`src/rtl/cpu_fetch_pkg.sv`:
```
// Shared encodings for the instruction fetch unit: FSM states, next-PC select codes
// and fault codes, plus a small alignment helper.
package cpu_fetch_pkg;

  localparam logic [1:0] ST_IDLE  = 2'd0;
  localparam logic [1:0] ST_FETCH = 2'd1;
  localparam logic [1:0] ST_EXEC  = 2'd2;
  localparam logic [1:0] ST_FAULT = 2'd3;

  localparam logic [1:0] PC_SEQ = 2'b00;
  localparam logic [1:0] PC_BR  = 2'b01;
  localparam logic [1:0] PC_JR  = 2'b10;
  localparam logic [1:0] PC_J   = 2'b11;

  localparam logic [1:0] FAULT_NONE     = 2'b00;
  localparam logic [1:0] FAULT_TIMEOUT  = 2'b01;
  localparam logic [1:0] FAULT_MISALIGN = 2'b10;

  function automatic logic word_aligned(input logic [31:0] addr);
    return (addr[1:0] == 2'b00);
  endfunction

endpackage

```
`src/rtl/cpu_next_pc.sv`:
```
// Combinational next-PC selection: sequential, PC-relative branch, register jump
// and region-absolute jump. All adds wrap modulo 2^32.
module cpu_next_pc (
  input  logic [31:0] pc4,
  input  logic [31:0] inst,
  input  logic [31:0] ra,
  input  logic [1:0]  pcsource,
  output logic [31:0] next_pc
);
  import cpu_fetch_pkg::*;

  logic [31:0] br_off_s;
  logic        unused_inst_s;

  assign br_off_s      = {{14{inst[15]}}, inst[15:0], 2'b00};
  assign unused_inst_s = ^inst[31:26];

  // Target mux driven by the control unit's pcsource code
  always_comb begin
    next_pc = pc4;
    case (pcsource)
      PC_SEQ:  next_pc = pc4;
      PC_BR:   next_pc = pc4 + br_off_s;
      PC_JR:   next_pc = ra;
      PC_J:    next_pc = {pc4[31:28], inst[25:0], 2'b00};
      default: next_pc = pc4;
    endcase
  end

endmodule

```
`src/rtl/cpu_fetch_unit.sv`:
```
// Instruction fetch unit: requests one word at pc, holds it for a one-cycle execute
// strobe, then redirects pc; misaligned targets and fetch timeouts stick in FAULT.
module cpu_fetch_unit #(
  parameter logic [31:0] RESET_PC = 32'h0000_0000,
  parameter int          TIMEOUT  = 255
) (
  input  logic        clk,
  input  logic        rst,
  input  logic [1:0]  pcsource,
  input  logic [31:0] ra,
  output logic        imem_req,
  output logic [31:0] imem_addr,
  input  logic        imem_ack,
  input  logic [31:0] imem_rdata,
  output logic [31:0] inst,
  output logic [31:0] pc,
  output logic [31:0] pc4,
  output logic        inst_valid,
  output logic        fault,
  output logic [1:0]  fault_code
);
  import cpu_fetch_pkg::*;

  localparam logic [7:0] TIMEOUT_C = 8'(TIMEOUT);

  logic [1:0]  state_r;
  logic [31:0] pc_r;
  logic [31:0] inst_r;
  logic [7:0]  wait_cnt_r;
  logic        imem_req_r;
  logic        inst_valid_r;
  logic        fault_r;
  logic [1:0]  fault_code_r;
  logic [31:0] pc4_s;
  logic [31:0] next_pc_s;

  assign pc4_s      = pc_r + 32'd4;
  assign pc         = pc_r;
  assign pc4        = pc4_s;
  assign imem_addr  = pc_r;
  assign imem_req   = imem_req_r;
  assign inst       = inst_r;
  assign inst_valid = inst_valid_r;
  assign fault      = fault_r;
  assign fault_code = fault_code_r;

  cpu_next_pc u_next_pc (
    .pc4      (pc4_s),
    .inst     (inst_r),
    .ra       (ra),
    .pcsource (pcsource),
    .next_pc  (next_pc_s)
  );

  // Fetch FSM; wait_cnt equal to TIMEOUT still lets a same-cycle ack win
  always_ff @(posedge clk) begin
    if (rst) begin
      state_r      <= ST_IDLE;
      pc_r         <= RESET_PC;
      inst_r       <= 32'h0000_0000;
      wait_cnt_r   <= 8'd0;
      imem_req_r   <= 1'b0;
      inst_valid_r <= 1'b0;
      fault_r      <= 1'b0;
      fault_code_r <= FAULT_NONE;
    end else begin
      case (state_r)
        ST_IDLE: begin
          state_r    <= ST_FETCH;
          imem_req_r <= 1'b1;
          wait_cnt_r <= 8'd0;
        end
        ST_FETCH: begin
          if (imem_req_r && imem_ack) begin
            inst_r       <= imem_rdata;
            state_r      <= ST_EXEC;
            imem_req_r   <= 1'b0;
            inst_valid_r <= 1'b1;
          end else if (wait_cnt_r == TIMEOUT_C) begin
            state_r      <= ST_FAULT;
            imem_req_r   <= 1'b0;
            fault_r      <= 1'b1;
            fault_code_r <= FAULT_TIMEOUT;
          end else begin
            wait_cnt_r <= wait_cnt_r + 8'd1;
          end
        end
        ST_EXEC: begin
          inst_valid_r <= 1'b0;
          if (!word_aligned(next_pc_s)) begin
            state_r      <= ST_FAULT;
            fault_r      <= 1'b1;
            fault_code_r <= FAULT_MISALIGN;
          end else begin
            pc_r       <= next_pc_s;
            state_r    <= ST_FETCH;
            imem_req_r <= 1'b1;
            wait_cnt_r <= 8'd0;
          end
        end
        ST_FAULT: begin
          state_r      <= ST_FAULT;
          imem_req_r   <= 1'b0;
          inst_valid_r <= 1'b0;
          fault_r      <= 1'b1;
        end
        default: begin
          state_r      <= ST_IDLE;
          imem_req_r   <= 1'b0;
          inst_valid_r <= 1'b0;
        end
      endcase
    end
  end

endmodule

```
`config.mk`:
```
export PLATFORM = sky130hd
export DESIGN_NAME = cpu_fetch_unit
export DESIGN_NICKNAME = d
export VERILOG_FILES = /design/src/rtl/cpu_fetch_pkg.sv /design/src/rtl/cpu_next_pc.sv /design/src/rtl/cpu_fetch_unit.sv
export SDC_FILE = /design/constraint.sdc
export NUM_CORES = 1
export LEC_CHECK = 0
export ABC_AREA = 1
export CAP_MARGIN = 10
export CORE_AREA = 2 2 123 125
export DETAILED_ROUTE_END_ITERATION = 8
export DIE_AREA = 0 0 125 127
export PLACE_DENSITY = 0.85
export SLEW_MARGIN = 20
export SYNTH_ARGS = -nofsm -noshare
export SYNTH_HDL_FRONTEND = slang
export SYNTH_SLANG_ARGS = --single-unit
```
`constraint.sdc`:
```
create_clock -name clk -period 3 [get_ports clk]
set_input_delay 0.3 -clock clk [delete_from_list [all_inputs] [get_ports clk]]
set_output_delay 0.3 -clock clk [all_outputs]
set_load 0.02 [all_outputs]
```
=== Word-level counts from Yosys, hierarchy flattened ===
Cells that the tools add are included.
Widths: inputs -> output; s select.

* Register bits after elaboration: 79
* Input bits: 69
* Output and inout port bits: 133
* Word-level logic and storage cells: 64

* Add/subtract/negate cells: 3
* Equal/unequal tests: 14
* Mux-type cells: 23
* Reduce and logical (&&, ||, !) cells: 16

{| class="wikitable"
|+ Operators with widths
! cell !! number
|-
| $pmux 32 s4 || 1
|-
| $add 32x3->32 const B || 1
|-
| $add 32x32->32 || 1
|-
| $mux 8 || 3
|-
| $pmux 8 s3 || 1
|-
| $mux 2 || 6
|-
| $ne 2x2->1 const B || 6
|-
| $reduce_and 4->1 || 3
|-
| $add 8x1->8 const B || 1
|-
| $eq 2x2->1 const B || 4
|-
| $eq 8x8->1 const B || 1
|-
| $pmux 2 s4 || 1
|-
| $reduce_and 2->1 || 4
|-
| $mux 1 || 7
|-
| $logic_not 2->1 || 3
|-
| $reduce_bool 3->1 || 2
|-
| $eq 2x1->1 const B || 2
|-
| $pmux 1 s4 || 1
|-
| $pmux 2 s2 || 1
|-
| $reduce_bool 2->1 || 2
|-
| $ne 3x3->1 const B || 1
|-
| $pmux 1 s3 || 1
|-
| $pmux 1 s2 || 1
|-
| $reduce_or 2->1 || 1
|-
| $logic_and 1x1->1 || 1
|}

=== Longest topological paths before layout ===
* Word-level depth: 6
* Gate-level depth with buffers: 26
* Depth with buffers taken out: 26

=== Cells and area by module ===
A second synthesis with hierarchy kept.

* Cells, all modules: 1193
* Area, all modules: 7059.3 sq um

{| class="wikitable"
|+ Modules (own cells, without submodules)
! module !! instances !! cells an instance !! area an instance (sq um) !! sequential area each (sq um)
|-
| cpu_fetch_unit || 1 || 588 || 4040.1 || 1581.5
|-
| cpu_next_pc || 1 || 605 || 3019.1 || 0.0
|}

=== Worst setup path after synthesis ===
No wires, ideal clock.

* Path type: reg2reg
* Start: register pc_r[2], in the netlist imem_addr[2]
* End: register pc_r[28], in the netlist imem_addr[28]
* Setup time: 71 ps
* Data arrival time: 2936 ps
* Required time: 2929 ps
* Setup slack: -6 ps
* Cell stages (with the launch flop): 20
* Path buffers: 0
* Clock period less this slack: 3006 ps
* Path through: dfxtp_1 inv_1 nor2_4 nand2_1 inv_1 nand3_1 nor2_1 xor2_1 ha_1 a21oi_1 o21ai_0 nand2_1 nand2_1 a21oi_1 nand2_1 nand2_1 nand3_1 nand2_1 nand2_1 a21oi_1

* Longest elaborated chain between the ends: 3

{| class="wikitable"
|+ Ends and longest elaborated chain
! item !! RTL line !! RTL
|-
| start: declaration || cpu_fetch_unit.sv:27 || <nowiki>logic [31:0] pc_r;</nowiki>
|-
| start signal: assignment || cpu_fetch_unit.sv:95 || <nowiki>pc_r <= next_pc_s;</nowiki>
|-
| $add 32x3->32 || cpu_fetch_unit.sv:37 || <nowiki>assign pc4_s = pc_r + 32'd4;</nowiki>
|-
| named net pc4[2] || cpu_fetch_unit.sv:17 || <nowiki>output logic [31:0] pc4,</nowiki>
|-
| $add 32x32->32 || cpu_next_pc.sv:23 || <nowiki>PC_BR: next_pc = pc4 + br_off_s;</nowiki>
|-
| $pmux 32 s4 || cpu_next_pc.sv:21 || <nowiki>case (pcsource)</nowiki>
|}

The timed path passes the listed nets, and every way through them passes these cells.
A chain may end at the register's enable or synchronous reset.

=== Worst setup path in the final report ===
* Start: register pc_r[3], in the netlist imem_addr[3]
* End: register pc_r[25], in the netlist imem_addr[25]

* Longest elaborated chain between the ends: 3

{| class="wikitable"
|+ Ends and longest elaborated chain
! item !! RTL line
|-
| $add 32x3->32 (*) || cpu_fetch_unit.sv:37
|-
| $add 32x32->32 || cpu_next_pc.sv:23
|-
| $pmux 32 s4 (*) || cpu_next_pc.sv:21
|}

Every way passes the cells marked *; elsewhere a longest branch is shown, timed or not.

==> reports/summary.txt <==
Outcome: finished, violations left
Failing checks: negative setup slack
Full die area: 15880 µm²
# diodes: 0
PnR worst setup slack: -1.691 ps
Seq pwr share: 0.350
Hold path cells: 2
Kind of start point of the critical path: flop
Fill cells: 1074
Sw frac: 0.3134
Vias/cell: 5.587
Pre-CTS WS: -229.4 ps
Endpoint class of the critical path: flop
Vias in the first global route: 8682
Clock network power share: 0.389
Commonest non-fill, non-tap cell in the layout: nand2_1
RSZ-0062 raised after global routing: yes
Hold path startpoint: fault_code[1]$_SDFFE_PP0P_
Worst vdd ir: 0.3200 mV
Final WL: 30430 µm
Synth Cell Area: 6987 µm²
Async set-reset flop share out of synthesis: 0
Most common flop cell mapped by yosys: dfxtp_1
DR iter-0 viols: 984
Die X: 125 µm
Cell-internal power: 2.234 mW
Critical R2R Capture: imem_addr[25]$_SDFFE_PP0P_
Max-cap viol count: 0
Final total power: 3.254 mW
Synth Register Bits: 79
H-Tree Level Count: 3
Data arrival, critical path: 3280 ps
Gpl congestion: 1.033
Final count of hold timing violations: 0
DRT Pass-1 Iters: 6
Largest net degree at the start of global routing: 38
Drt wl/cell: 18.28 µm
Layout cells sized above 1: 0.2350
Leak Pwr: 5.148 nW
Synth Instances: 1176
I/O pins: 202
First-pass GRT wire length: 44820 µm
Net Count, Synth: 1281
Worst r2r src: imem_addr[3]$_SDFFE_PP0P_
Clock latency on the worst-skew pair: 350 ps
Peak fanout along the critical path: 4
Number of flops mapped to enable cells by yosys: 0
Initial Utilization: 0.4844
Core box area: 14420 µm²
Synth unique cells: 47
Die Height: 127 µm
Area growth, synth to finish: 58.92%
Setup violators final: 1
Worst hold path endpoint: fault_code[1]$_SDFFE_PP0P_
R2R Setup Slk: -2 ps
Sequential share of the synthesized area: 0.2264
Hold-fix buffers at CTS: 0
Slew @ Worst Pin: 525.7 ps
Commonest cells after routing, fill and taps aside: nand2_1, clkdlybuf4s50_1, inv_1
Post-Syn Area per Cell: 5.941 µm²
Sw power: 1.020 mW
Achievable Freq: 333.1 MHz
Placed Area: 9896 µm²
Total grt overflow: 0
FF-to-FF path depth: 21
Critical setup path kind: flop to flop
CTS Sinks: 79
Warnings from Yosys: 0
Max-slew violations: 0
Part of the cycle the worst path needs: 1.001
P per Cell Area: 293.0 nW/µm²
Post-route cell area: 11100 µm²
CTS tree: yes
Initial antenna violation count: 0
# placed instances: 1636
Layout Nets: 1581
Clk slew on worst S/H paths: 70 ps
Post-DP HPWL: 22490 µm
GR Util All Layers: 0.3570
Input/output buffers: 201
Clk buf depth: 2
Hold WC Path Type: flop to flop
DR vias: 9303
Antenna-violating nets left: 0
Finished Layout Cells: 1665
CP required: 3280 ps
Minimum clock period: 3002 ps
DRC errors left: 0
Clock skew: 8.585 ps
Clock buffer count from CTS: 9
Relative slew slack: 0.6495
Clk root buf: clkbuf_16
Logic pwr share: 0.260
Row cnt: 44
-- power by group through the flow --
| stage | logic (mW) | clock network [mW] | registers [mW] |
|---|---|---|---|
| after global routing | 0.899 | 1.32 | 1.14 |
| after floorplan | 0.323 | 0 | 1.20 |
| after global placement | 0.755 | 0 | 1.16 |
| after detailed placement | 0.763 | 0 | 1.16 |
| final | 0.847 | 1.27 | 1.14 |
| after CTS | 0.781 | 1.26 | 1.14 |
-- through the flow --
stage	TNS, ps	util	hold slack, ps
after floorplan	0	-	450.7
after global placement	-943.6	0.6861	431.5
after detailed placement	-1475	0.6861	449.7
after CTS	0	0.7179	487.3
after global routing	-1301	0.7698	494.0
final	-1.691	0.7698	485.7
-- logic make-up after synthesis --
logic type | count (synthesis) | share of synthesized area
adders and majority gates | 36 | 0.06554
AOI/OAI and AO/OA | 171 | 0.1420
DFF | 79 | 0.2264
and+or+nand+nor | 625 | 0.3845
buffers and inverters | 242 | 0.1506
xor gates and xnor gates | 23 | 0.03098
-- timing repair --
item                                    in CTS  in global routing
endpoints found under the setup margin      19                 26
pin swaps                                    7                 45
hold endpoints to repair                     0                  0
setup buffers                                0                 13
resized for setup                           27                149
-- critical path: stages (launching register included) --
cell     delay [ps]
dfxtp_4         370
buf_4           110
nand2_1          70
nor2_4          130
nand2_4          90
nor2_4          110
nand2_4          90
buf_4           160
xor2_4          180
inv_2           120
ha_4            300
nand2_2         100
nor2_2          150
buf_4           130
nand2_1          80
nor2_1          100
nand2_1         100
nand4_1         120
nand3_2         110
nand2_1         110
nand2_1          60
a21oi_1         130
-- cell type report --
class | instances | area [µm²] | area share
Clock buffer | 9 | 225.2 | 0.02028
Clock inverter | 7 | 110.1 | 0.009917
Inverter | 178 | 668.1 | 0.06018
Multi-Input combinational cell | 855 | 5100 | 0.4593
Sequential cell | 79 | 1609 | 0.1449
Tap cell | 184 | 230.2 | 0.02073
Timing Repair Buffer | 353 | 3161 | 0.2847
-- how the worst max path moves through the flow --
stage	cells past startpoint	end	slack, ps	from
2_1_floorplan	15	imem_addr[12]$_SDFFE_PP0P_	5	imem_addr[2]$_SDFFE_PP0P_
3_3_place_gp	22	imem_addr[21]$_SDFFE_PP0P_	-190	imem_addr[2]$_SDFFE_PP0P_
3_5_place_dp	22	imem_addr[21]$_SDFFE_PP0P_	-230	imem_addr[3]$_SDFFE_PP0P_
4_1_cts	15	imem_addr[12]$_SDFFE_PP0P_	3	imem_addr[8]$_SDFFE_PP0P_
5_1_grt	19	imem_addr[30]$_SDFFE_PP0P_	-150	imem_addr[4]$_SDFFE_PP0P_
6_report	21	imem_addr[25]$_SDFFE_PP0P_	-2	imem_addr[3]$_SDFFE_PP0P_
-- sequential cells by signal, indices dropped and copies added, names as in the netlist --
register,flops
imem_req,1
imem_addr,32
wait_cnt_r,8
inst,32
inst_valid,1
fault,1
state_r,2
fault_code,2
-- cell usage after synthesis, types with 2 or more instances --
master | count | area, µm²
a21oi_1 | 58 | 290.3
nand2_2 | 4 | 25.02
buf_4 | 34 | 255.2
nand2_1 | 331 | 1242
nand4_1 | 22 | 137.6
clkbuf_1 | 19 | 71.32
a21o_1 | 3 | 22.52
a211oi_1 | 3 | 22.52
nand3_1 | 73 | 365.4
buf_1 | 3 | 11.26
nor3_1 | 13 | 65.06
or2_2 | 5 | 31.28
o21bai_1 | 6 | 45.04
nor2_4 | 8 | 90.09
buf_2 | 7 | 35.03
o21a_1 | 3 | 22.52
ha_1 | 35 | 437.9
a22o_1 | 9 | 78.83
nand2_4 | 3 | 33.78
a31oi_1 | 2 | 12.51
dfxtp_1 | 79 | 1582
xnor2_1 | 3 | 26.28
nand3b_1 | 3 | 22.52
nor2_1 | 148 | 555.5
a21oi_2 | 2 | 17.52
o211ai_1 | 7 | 52.55
nor3_2 | 3 | 30.03
xor2_1 | 18 | 157.7
nor2_2 | 4 | 25.02
xor2_2 | 2 | 32.53
o2111ai_1 | 2 | 17.52
inv_1 | 177 | 664.4
nor3b_1 | 2 | 15.01
a221oi_1 | 6 | 52.55
o21ai_1 | 2 | 10.01
o21ai_0 | 66 | 330.3
-- layer usage --
layer	routed length, µm	track usage	up-vias
met3	3485	0.08543	148
li1	-	-	4314
met5	0	0	-
met1	10910	0.4152	4222
met2	14110	0.6170	619
met4	1918	0.1784	0
No activity file was read; power rests on OpenSTA's default activity.
